File: src/rtl/pipe_hazard_ctrl_if.sv
// Pipeline control bus: stall requests and exception info in, stall/flush/redirect out.
interface pipe_hazard_ctrl_if #(
  parameter int STAGES = 6,
  parameter int XLEN   = 32,
  parameter int CNT_W  = 16
);
  logic [STAGES-1:0] stall_req_i;
  logic [XLEN-1:0]   excepttype_i;
  logic [XLEN-1:0]   cp0_epc_i;
  logic [STAGES-1:0] stall_o;
  logic              flush_o;
  logic              new_pc_valid_o;
  logic [XLEN-1:0]   new_pc_o;
  logic              busy_o;
  logic              stall_timeout_o;
  logic [CNT_W-1:0]  stall_cycles_o;
  logic [CNT_W-1:0]  redirect_cnt_o;

  // Pipeline side: raises requests, consumes control.
  modport master (
    output stall_req_i, excepttype_i, cp0_epc_i,
    input  stall_o, flush_o, new_pc_valid_o, new_pc_o, busy_o,
           stall_timeout_o, stall_cycles_o, redirect_cnt_o
  );

  // Controller side.
  modport slave (
    input  stall_req_i, excepttype_i, cp0_epc_i,
    output stall_o, flush_o, new_pc_valid_o, new_pc_o, busy_o,
           stall_timeout_o, stall_cycles_o, redirect_cnt_o
  );
endinterface

File: src/rtl/pipe_hazard_ctrl.sv
// Pipeline hazard controller: prefix stall vector, exception redirect FSM with
// multi-cycle flush, sticky stall watchdog and saturating perf counters.
module pipe_hazard_ctrl #(
  parameter int              STAGES       = 6,
  parameter int              XLEN         = 32,
  parameter logic [XLEN-1:0] INT_VEC      = 32'h00000020,
  parameter logic [XLEN-1:0] EXC_VEC      = 32'h00000040,
  parameter int              FLUSH_CYCLES = 1,
  parameter int              WDOG_LIMIT   = 1024,
  parameter int              CNT_W        = 16
) (
  input logic               clk,
  input logic               rst,
  pipe_hazard_ctrl_if.slave bus
);
  localparam int FC_W = (FLUSH_CYCLES < 2) ? 1 : $clog2(FLUSH_CYCLES + 1);
  localparam int WD_W = (WDOG_LIMIT < 2) ? 1 : $clog2(WDOG_LIMIT + 1);

  typedef enum logic {S_RUN = 1'b0, S_FLUSH = 1'b1} state_t;

  state_t            r_state, w_next;
  logic [FC_W-1:0]   r_fcnt;
  logic [XLEN-1:0]   r_new_pc;
  logic [WD_W-1:0]   r_wdog;
  logic              r_timeout;
  logic [CNT_W-1:0]  r_stall_cnt, r_redir_cnt;

  logic [STAGES-1:0] w_stall_raw, w_stall;
  logic              w_stall_any, w_exc, w_accept;
  logic [XLEN-1:0]   w_target;
  logic              w_flush, w_busy, w_pcv;

  assign w_exc    = |bus.excepttype_i;
  assign w_accept = (r_state == S_RUN) && w_exc;

  // Stage i holds whenever any stage at or above i requests a stall, so a
  // stalled stage also freezes everything upstream of it.
  for (genvar gi = 0; gi < STAGES; gi++) begin : g_pref
    assign w_stall_raw[gi] = |bus.stall_req_i[STAGES-1:gi];
  end

  // Exceptions and flushes override stalls: the pipeline is being cleared.
  assign w_stall     = (rst || w_exc || r_state == S_FLUSH) ? '0 : w_stall_raw;
  assign w_stall_any = |w_stall;

  // Redirect target lookup; unknown nonzero codes go to the exception vector.
  always_comb begin
    w_target = EXC_VEC;
    if (bus.excepttype_i == XLEN'(32'h01))      w_target = INT_VEC;
    else if (bus.excepttype_i == XLEN'(32'h0e)) w_target = bus.cp0_epc_i;
  end

  // State register.
  always_ff @(posedge clk) begin
    if (rst) r_state <= S_RUN;
    else     r_state <= w_next;
  end

  // Next-state: accept in RUN, leave FLUSH on the last flush cycle.
  always_comb begin
    w_next = r_state;
    case (r_state)
      S_RUN:   if (w_exc) w_next = S_FLUSH;
      S_FLUSH: if (r_fcnt == FC_W'(1)) w_next = S_RUN;
      default: w_next = S_RUN;
    endcase
  end

  // FSM outputs; the first FLUSH cycle is the one with a full counter.
  always_comb begin
    w_flush = 1'b0;
    w_busy  = 1'b0;
    w_pcv   = 1'b0;
    if (!rst && r_state == S_FLUSH) begin
      w_flush = 1'b1;
      w_busy  = 1'b1;
      w_pcv   = (r_fcnt == FC_W'(FLUSH_CYCLES));
    end
  end

  // Flush length counter and redirect target capture.
  always_ff @(posedge clk) begin
    if (rst) begin
      r_fcnt   <= '0;
      r_new_pc <= '0;
    end else if (w_accept) begin
      r_fcnt   <= FC_W'(FLUSH_CYCLES);
      r_new_pc <= w_target;
    end else if (r_state == S_FLUSH && r_fcnt != '0) begin
      r_fcnt   <= r_fcnt - FC_W'(1);
    end
  end

  // Watchdog: consecutive stalled cycles, sticky timeout once the limit is hit.
  always_ff @(posedge clk) begin
    if (rst) begin
      r_wdog    <= '0;
      r_timeout <= 1'b0;
    end else if (w_stall_any) begin
      if (r_wdog != WD_W'(WDOG_LIMIT)) r_wdog <= r_wdog + WD_W'(1);
      if (r_wdog == WD_W'(WDOG_LIMIT - 1)) r_timeout <= 1'b1;
    end else begin
      r_wdog <= '0;
    end
  end

  // Saturating performance counters.
  always_ff @(posedge clk) begin
    if (rst) begin
      r_stall_cnt <= '0;
      r_redir_cnt <= '0;
    end else begin
      if (w_stall_any && r_stall_cnt != '1) r_stall_cnt <= r_stall_cnt + CNT_W'(1);
      if (w_accept && r_redir_cnt != '1)    r_redir_cnt <= r_redir_cnt + CNT_W'(1);
    end
  end

  // Registered outputs are forced low while reset is held.
  assign bus.stall_o         = w_stall;
  assign bus.flush_o         = w_flush;
  assign bus.busy_o          = w_busy;
  assign bus.new_pc_valid_o  = w_pcv;
  assign bus.new_pc_o        = rst ? '0   : r_new_pc;
  assign bus.stall_timeout_o = rst ? 1'b0 : r_timeout;
  assign bus.stall_cycles_o  = rst ? '0   : r_stall_cnt;
  assign bus.redirect_cnt_o  = rst ? '0   : r_redir_cnt;
endmodule

File: src/flat_wrapper.sv
// flat-port wrapper written by rule: the top's interface ports become plain ports
module pipe_hazard_ctrl_flat 
#(
  parameter int              STAGES       = 6,
  parameter int              XLEN         = 32,
  parameter logic [XLEN-1:0] INT_VEC      = 32'h00000020,
  parameter logic [XLEN-1:0] EXC_VEC      = 32'h00000040,
  parameter int              FLUSH_CYCLES = 1,
  parameter int              WDOG_LIMIT   = 1024,
  parameter int              CNT_W        = 16
)
  (clk, rst, bus_stall_req_i, bus_excepttype_i, bus_cp0_epc_i, bus_stall_o, bus_flush_o, bus_new_pc_valid_o, bus_new_pc_o, bus_busy_o, bus_stall_timeout_o, bus_stall_cycles_o, bus_redirect_cnt_o);
  pipe_hazard_ctrl_if #(.STAGES(STAGES), .XLEN(XLEN), .CNT_W(CNT_W)) bus_i ();
  input logic clk;
  input logic rst;
  input wire logic [$bits(bus_i.stall_req_i)-1:0] bus_stall_req_i;
  input wire logic [$bits(bus_i.excepttype_i)-1:0] bus_excepttype_i;
  input wire logic [$bits(bus_i.cp0_epc_i)-1:0] bus_cp0_epc_i;
  output wire logic [$bits(bus_i.stall_o)-1:0] bus_stall_o;
  output wire logic [$bits(bus_i.flush_o)-1:0] bus_flush_o;
  output wire logic [$bits(bus_i.new_pc_valid_o)-1:0] bus_new_pc_valid_o;
  output wire logic [$bits(bus_i.new_pc_o)-1:0] bus_new_pc_o;
  output wire logic [$bits(bus_i.busy_o)-1:0] bus_busy_o;
  output wire logic [$bits(bus_i.stall_timeout_o)-1:0] bus_stall_timeout_o;
  output wire logic [$bits(bus_i.stall_cycles_o)-1:0] bus_stall_cycles_o;
  output wire logic [$bits(bus_i.redirect_cnt_o)-1:0] bus_redirect_cnt_o;
  assign bus_i.stall_req_i = bus_stall_req_i;
  assign bus_i.excepttype_i = bus_excepttype_i;
  assign bus_i.cp0_epc_i = bus_cp0_epc_i;
  assign bus_stall_o = bus_i.stall_o;
  assign bus_flush_o = bus_i.flush_o;
  assign bus_new_pc_valid_o = bus_i.new_pc_valid_o;
  assign bus_new_pc_o = bus_i.new_pc_o;
  assign bus_busy_o = bus_i.busy_o;
  assign bus_stall_timeout_o = bus_i.stall_timeout_o;
  assign bus_stall_cycles_o = bus_i.stall_cycles_o;
  assign bus_redirect_cnt_o = bus_i.redirect_cnt_o;
  pipe_hazard_ctrl #(.STAGES(STAGES), .XLEN(XLEN), .INT_VEC(INT_VEC), .EXC_VEC(EXC_VEC), .FLUSH_CYCLES(FLUSH_CYCLES), .WDOG_LIMIT(WDOG_LIMIT), .CNT_W(CNT_W)) u_core (.clk(clk), .rst(rst), .bus(bus_i));
endmodule
File: config.mk
export PLATFORM = sky130hd
export DESIGN_NAME = pipe_hazard_ctrl_flat
export DESIGN_NICKNAME = d
export VERILOG_FILES = /design/src/rtl/pipe_hazard_ctrl_if.sv /design/src/rtl/pipe_hazard_ctrl.sv /design/src/flat_wrapper.sv
export SDC_FILE = /design/constraint.sdc
export NUM_CORES = 1
export LEC_CHECK = 0
export CAP_MARGIN = 5
export CORE_MARGIN = 2
export CORE_UTILIZATION = 35
export CTS_BUF_LIST = sky130_fd_sc_hd__clkbuf_8
export CTS_CLUSTER_DIAMETER = 200
export DETAILED_ROUTE_END_ITERATION = 10
export PLACE_DENSITY = 0.68
export SETUP_SLACK_MARGIN = 0.15
export SLEW_MARGIN = 10
export SYNTH_ARGS = -nofsm -noshare
export SYNTH_HDL_FRONTEND = slang
export SYNTH_SLANG_ARGS = --single-unit
File: constraint.sdc
create_clock -name clk -period 2.85 [get_ports clk]
set_input_delay 0.7125 -clock clk [delete_from_list [all_inputs] [get_ports clk]]
set_output_delay 0.7125 -clock clk [all_outputs]
set_load 0.1 [all_outputs]
==> flow_metrics.py, run 1 <==
metrics = {
    "pwr": {
        "netSwitchingFraction": 0.330,
        "ir_drop_mv": 0.262,
        "p_switching_mw": 0.919,
        "power_mw": 2.79,
        "p_per_area_mw_per_mm2": 400,
        "pwr-share-clk": 0.302,
        "p_leak_nw": 2.82,
        "power_frac_seq": 0.419,
        "p_comb_frac": 0.279,
        "intPower_mw": 1.87,
    },
    "synth": {
        "synth_ff_type": "dfxtp_1",
        "synth_cell_types": 45,
        "ys_seq_elements": 78,
        "synth_fp_nets": 572,
        "ys_warn_count": 0,
        "syn_area_mm2": 0.00401,
        "synth_edf_count": 0,
        "synthCells": 496,
        "synthArstFlopShare": 0,
        "yosysSeqAreaShare": 0.389,
        "syn_area_per_cell_um2": 8.09,
    },
    "run_status": {
        "violations": "negative setup slack",
        "status": "finished with violations",
    },
    "worst_setup_path": {
        "crit_required_ps": 2140,
        "worstSetupStartpointType": "input pin",
        "critPathMaxFanout": 2,
        "crit_path_end_kind": "output port",
        "crit_type": "input pin to output port",
        "arrival_ps": 2270,
    },
    "cts": {
        "path_clk_slew_ps": 90,
        "htree_levels": 3,
        "clock_latency_ps": 340,
        "cts_tree": "built",
        "cts_buffer_depth": 2,
        "cts_root_buffer": "clkbuf_8",
        "cts.sinks": 78,
        "cts_buffers": 9,
    },
    "grt": {
        "grt_overflow": 0,
        "grt_antenna_before_repair": 0,
        "gr-usage-met3": 0.0344,
        "grtUsageMet1": 0.267,
        "grt_pass1_wl_um": 19800,
        "grt_max_degree": 55,
        "grt_busiest_layer": "met2",
        "gr-usage-all-layers": 0.192,
        "grt_use_met2": 0.312,
        "grt_pass1_vias": 3968,
    },
    "sta": {
        "tightest_slew_ps": 688,
        "clock-skew-final_ps": 12.8,
        "period_minus_slack_ps": 2990,
        "period_share": 1.05,
        "hold_viol": 0,
        "rsz0062_at_grt": "true",
        "fmax_mhz": 335,
        "fin_ws_ps": -136,
        "relSlewSlack": 0.537,
        "setup_violations": 6,
        "finalMaxSlewViolations": 0,
        "holdWs_ps": 480,
    },
    "placed_design": {
        "placed_area_mm2": 0.00670,
        "place_ws_ps": -703,
        "dp_cells": 787,
        "gp_congestion": 0.937,
        "port_buffers": 145,
        "dp_hpwl_um": 8980,
    },
    "floorplanning": {
        "core_area_mm2": 0.0113,
        "start_util": 0.354,
        "ios": 146,
        "die_y_um": 111,
        "die_width_um": 111,
        "rows": 39,
        "die_area_mm2": 0.0123,
    },
    "cells_and_area": {
        "instances_no_fill": 808,
        "drive_gt1_frac": 0.313,
        "diodes": 0,
        "design_area_mm2": 0.00698,
        "area_delta_synth_final_pct": 74.1,
        "num-nets-final": 736,
    },
    "routing": {
        "routed_via_density": 5.15,
        "drtIter0Drc": 282,
        "wl_per_cell_um": 14.8,
        "antenna_left": 0,
        "drc_errors": 0,
        "vias": 4164,
        "first_pass_iters": 4,
        "drt-total-wl_um": 11900,
    },
    "job": {
        "cap_violations": 0,
    },
    "min_path": {
        "worstHoldPathType": "flop to flop",
    },
}
## cells by family (layout without fill, tap and decap cells)
kind of cell             after synthesis  after routing  synth area share
adder cells (fa/ha/maj)                4              4            0.0125
multiplexers                          22             22            0.0617
flip-flops                            78             78             0.389
XOR/XNOR                               9              9            0.0196
AO/OA/AOI/OAI                         91             91             0.126
buffers and inverters                 64            233            0.0642
AND/OR/NAND/NOR                      228            228             0.327
## flip-flops by register name (all words and copies together) (netlist names)
name                cells
u_core.r_stall_cnt     16
u_core.r_redir_cnt     16
u_core.r_fcnt           1
u_core.r_wdog          11
u_core.r_state          1
u_core.r_new_pc        32
u_core.r_timeout        1
## cells in the final DEF, fill, tap and decap left out, types with 3 or more instances in the layout
master           count
nand2b_1            30
nor4_1               5
nor2b_1             25
and3_1              11
nor2_4               7
dfxtp_1             78
mux2_1               7
inv_1               37
nor4_4               8
a21oi_1             67
clkdlybuf4s50_1     34
buf_4               29
nor3_1              17
nor2b_4              9
ha_1                 4
nand3_1             18
or4_1                3
buf_6                9
dlygate4sd2_1        7
clkinvlp_4           3
nand4_1             14
buf_12              78
inv_6                3
clkbuf_8             9
clkdlybuf4s15_1      5
o21ai_0              8
and4_1               3
xor2_1               7
o31ai_1              3
mux2_2              15
nor2_1              42
nand2_1             11
buf_2               15
## worst max-delay path, stage by stage
cell and delay (ps):
buf_6 100, nor4_4 280, nand4_1 180, buf_4 180, or4_4 510, clkinvlp_4 130
buf_12 180
## power by group through the flow
stage	registers [mW]	logic [mW]	clock network, mW
final	1.17	0.778	0.843
after global routing	1.18	0.820	0.942
after CTS	1.17	0.780	0.883
after detailed placement	1.19	0.781	0
after global placement	1.19	0.770	0
after floorplan	1.19	0.441	0
## metal layers
metal  routed length [um]  vias up
met1                 5540     1963
met2                 5640      131
met3                  646       11
li1                     -     2059
met4                  116        0
met5                    0        -
## what timing repair did
action	4_1_cts	5_1_grt
setup endpoints to repair	22	11
resized for setup	128	8
hold buffers	0	0
pin swaps	15	4
cloned	0	0
setup buffers	4	1
## through the flow
step	TNS, ps	util
2_1_floorplan	-8000	-
3_3_place_gp	-12520	0.591
3_5_place_dp	-12310	0.591
4_1_cts	-580	0.613
5_1_grt	-1060	0.617
6_report	-747	0.617
## path summary, 6_finish.rpt
path,from,end,slack [ps],depth (start not counted)
worst min register to register,u_core.r_new_pc[15],u_core.r_new_pc[15],480,2
worst max register to register,u_core.r_state,u_core.r_stall_cnt[5],600,6
worst min-delay path,u_core.r_new_pc[15],u_core.r_new_pc[15],480,2
worst max-delay path,bus_excepttype_i[31],bus_stall_o[0],-140,7
## synth_stat cells (all sizes together) (2+ instances only)
master,instances,area share
a31oi,2,0.0031
dfxtp,78,0.39
or3,3,0.0047
inv,38,0.036
ha,4,0.012
xor2,7,0.015
and3,11,0.017
and4,3,0.0065
nand3,19,0.025
nor3,20,0.025
nand2b,30,0.047
mux2,22,0.062
nand3b,2,0.0037
nor4b,3,0.0065
a21oi,67,0.084
and2,2,0.0031
clkbuf,18,0.017
nor4,15,0.036
nor2,50,0.047
nand2,12,0.011
nor2b,35,0.055
o31ai,4,0.0075
buf,8,0.012
xnor2,2,0.0044
a32o,2,0.0050
or4,5,0.0094
a311oi,2,0.0044
nand4,14,0.022
o21ai,9,0.011
## cell type report
class	instances	area (um^2)
timing repair buffer	179	2420
clock inverter	7	80.1
sequential	78	1560
fill	988	4340
inverter	38	146
tap	143	179
clock buffer	9	124
multi-input combinational	354	2470
Note: power is estimated with default switching activity, not from simulation.
==> run 2, diff against run 1 <==
CORE_MARGIN = 3   (was 2)
CORE_UTILIZATION = 26   (was 35)
PLACE_DENSITY = not set   (was 0.68)
==> run 2 against run 1 <==
The flow still finishes with violations (negative setup slack). Clock skew about the same. Global-route usage is 4.9 points lower. Routed wire length rose by 2.6%. Register-to-register slack better by 90 ps. Critical endpoint is now bus_stall_o[2]. Design area is 0.57% higher. Clock-buffer cell count up 2. First-iteration DRC count is 36% lower. Sequential power about the same. Via count down 1.2%. Critical path depth unchanged. Maximum frequency fell by 2.0%. Utilization is 14 points lower.
==> flow_metrics.py, run 2 (same netlist as run 1, synthesis figures left out) <==
metrics = {
    "run_status": {
        "status": "finished with violations",
        "violations": "negative setup slack",
    },
    "cells_and_area": {
        "largestRegisters": "u_core.r_new_pc (32), u_core.r_redir_cnt (16), u_core.r_stall_cnt (16)",
        "layout_common_cells": "78 x buf_12, 78 x dfxtp_1, 67 x a21oi_1",
        "regMostFlops": "u_core.r_new_pc",
        "drive_gt1_frac": 0.310,
        "num-nets-final": 737,
        "diodes": 0,
        "area_delta_synth_final_pct": 75.1,
        "largest_reg_flops": 32,
        "instances_no_fill": 848,
    },
    "sta": {
        "finalMaxSlewViolations": 0,
        "period_share": 1.07,
        "period_minus_slack_ps": 3050,
        "rsz0062_at_grt": "true",
        "relSlewSlack": 0.531,
        "fin_ws_ps": -198,
        "tightest_slew_ps": 696,
        "clock-skew-final_ps": 12.5,
        "finalSetupTns_ps": -1070,
        "fmax_mhz": 328,
        "setup_violations": 6,
        "hold_viol": 0,
    },
    "floorplanning": {
        "rows": 44,
        "die_area_mm2": 0.0170,
        "die_width_um": 130,
        "start_util": 0.271,
        "ios": 146,
        "core_area_mm2": 0.0148,
        "die_y_um": 130,
    },
    "routing": {
        "routed_via_density": 4.85,
        "vias": 4115,
        "first_pass_iters": 4,
        "antenna_left": 0,
        "drt-total-wl_um": 12300,
        "wl_per_cell_um": 14.5,
        "drc_errors": 0,
        "drtIter0Drc": 181,
    },
    "grt": {
        "grt_overflow": 0,
        "grt_busiest_layer": "met2",
        "gr-usage-all-layers": 0.144,
        "grt_pass1_vias": 4076,
        "grtUsageMet1": 0.177,
        "grt_use_met2": 0.237,
        "gr-usage-met3": 0.0397,
        "grt_antenna_before_repair": 0,
        "grt_pass1_wl_um": 19500,
        "grt_max_degree": 69,
    },
    "cts": {
        "cts_buffers": 9,
        "path_clk_slew_ps": 70,
        "htree_levels": 3,
        "cts.sinks": 78,
        "cts_buffer_depth": 2,
        "clock_latency_ps": 370,
        "cts_tree": "built",
        "cts_root_buffer": "clkbuf_8",
    },
    "worst_setup_path": {
        "crit_end": "bus_stall_o[2]",
        "worstRegToRegCells": 6,
        "crit_type": "input pin to output port",
        "critPathLaunch": "bus_excepttype_i[30]",
        "arrival_ps": 2340,
        "r2r-end": "u_core.r_stall_cnt[9]",
        "rrSetupSlack_ps": 690,
        "reg2reg_from": "u_core.r_state",
        "crit_required_ps": 2140,
        "critPathMaxFanout": 5,
        "crit_path_end_kind": "output port",
        "worstSetupStartpointType": "input pin",
    },
    "placed_design": {
        "dp_hpwl_um": 9210,
        "port_buffers": 145,
        "gp_congestion": 0.796,
        "dp_cells": 827,
        "place_ws_ps": -629,
    },
    "pwr": {
        "p_per_area_mw_per_mm2": 398,
        "p_leak_nw": 2.81,
        "ir_drop_mv": 0.235,
        "power_mw": 2.79,
    },
    "job": {
        "cap_violations": 0,
    },
    "min_path": {
        "hold_depth": 2,
        "worstHoldPathType": "flop to flop",
    },
}
[run 2: cell types whose count changed in the layout (fill, tap and decap cells not counted), sizes merged]
cell	before	now
buf	131	123
clkbuf	10	21
clkdlybuf4s15	6	8
clkinvlp	3	1
dlygate4sd2	7	5
inv	40	38
[run 2: how the worst min path moves through the flow]
stage,slack (ps),to,from
final,480,u_core.r_new_pc[17],u_core.r_new_pc[17]
after global routing,510,u_core.r_state,u_core.r_fcnt
after CTS,480,u_core.r_new_pc[24],u_core.r_new_pc[24]
after detailed placement,470,u_core.r_new_pc[24],u_core.r_new_pc[24]
after global placement,470,u_core.r_new_pc[25],u_core.r_new_pc[25]
after floorplan,440,u_core.r_state,u_core.r_fcnt
[run 2: power breakdown]
| group | leakage [nW] | internal (mW) | switching (mW) |
|---|---|---|---|
| logic | 2.07 | 0.308 | 0.468 |
| clock network | 0.102 | 0.445 | 0.405 |
| registers | 0.635 | 1.15 | 0.0209 |
[run 2: area by class of cell]
type,instances,area (um^2)
Clock buffer,11,151
Clock inverter,3,43.8
Fill cell,1391,7780
Inverter,38,146
Multi-Input combinational cell,354,2460
Sequential cell,78,1560
Tap cell,184,230
Timing Repair Buffer,180,2430
[run 2: stage by stage]
stage                     hold WS [ps]  area [um^2]  utilization
after floorplan                    438         4160            -
after global placement             467         6740        0.455
after detailed placement           473         6740        0.455
after CTS                          484         7010        0.473
after global routing               507         7020        0.474
final                              481         7020        0.474
[run 2: repair_timing]
| action | CTS | global route |
|---|---|---|
| gates resized for setup | 102 | 26 |
| gates cloned | 0 | 0 |
| hold buffers | 0 | 0 |
| pin swaps | 15 | 13 |
| endpoints found under the setup margin | 21 | 10 |
| setup buffers | 5 | 2 |
[run 2: metal layers]
layer	vias up	wire, um
met5	-	0
met4	0	290
met3	20	747
met2	131	5710
met1	1911	5510
li1	2053	-
[run 2: worst max-delay path: stages]
cell and delay (ps):
buf_6 90, nor4_2 280, nand4_1 250, buf_6 200
or3_4 440, nor2b_4 170, buf_12 180
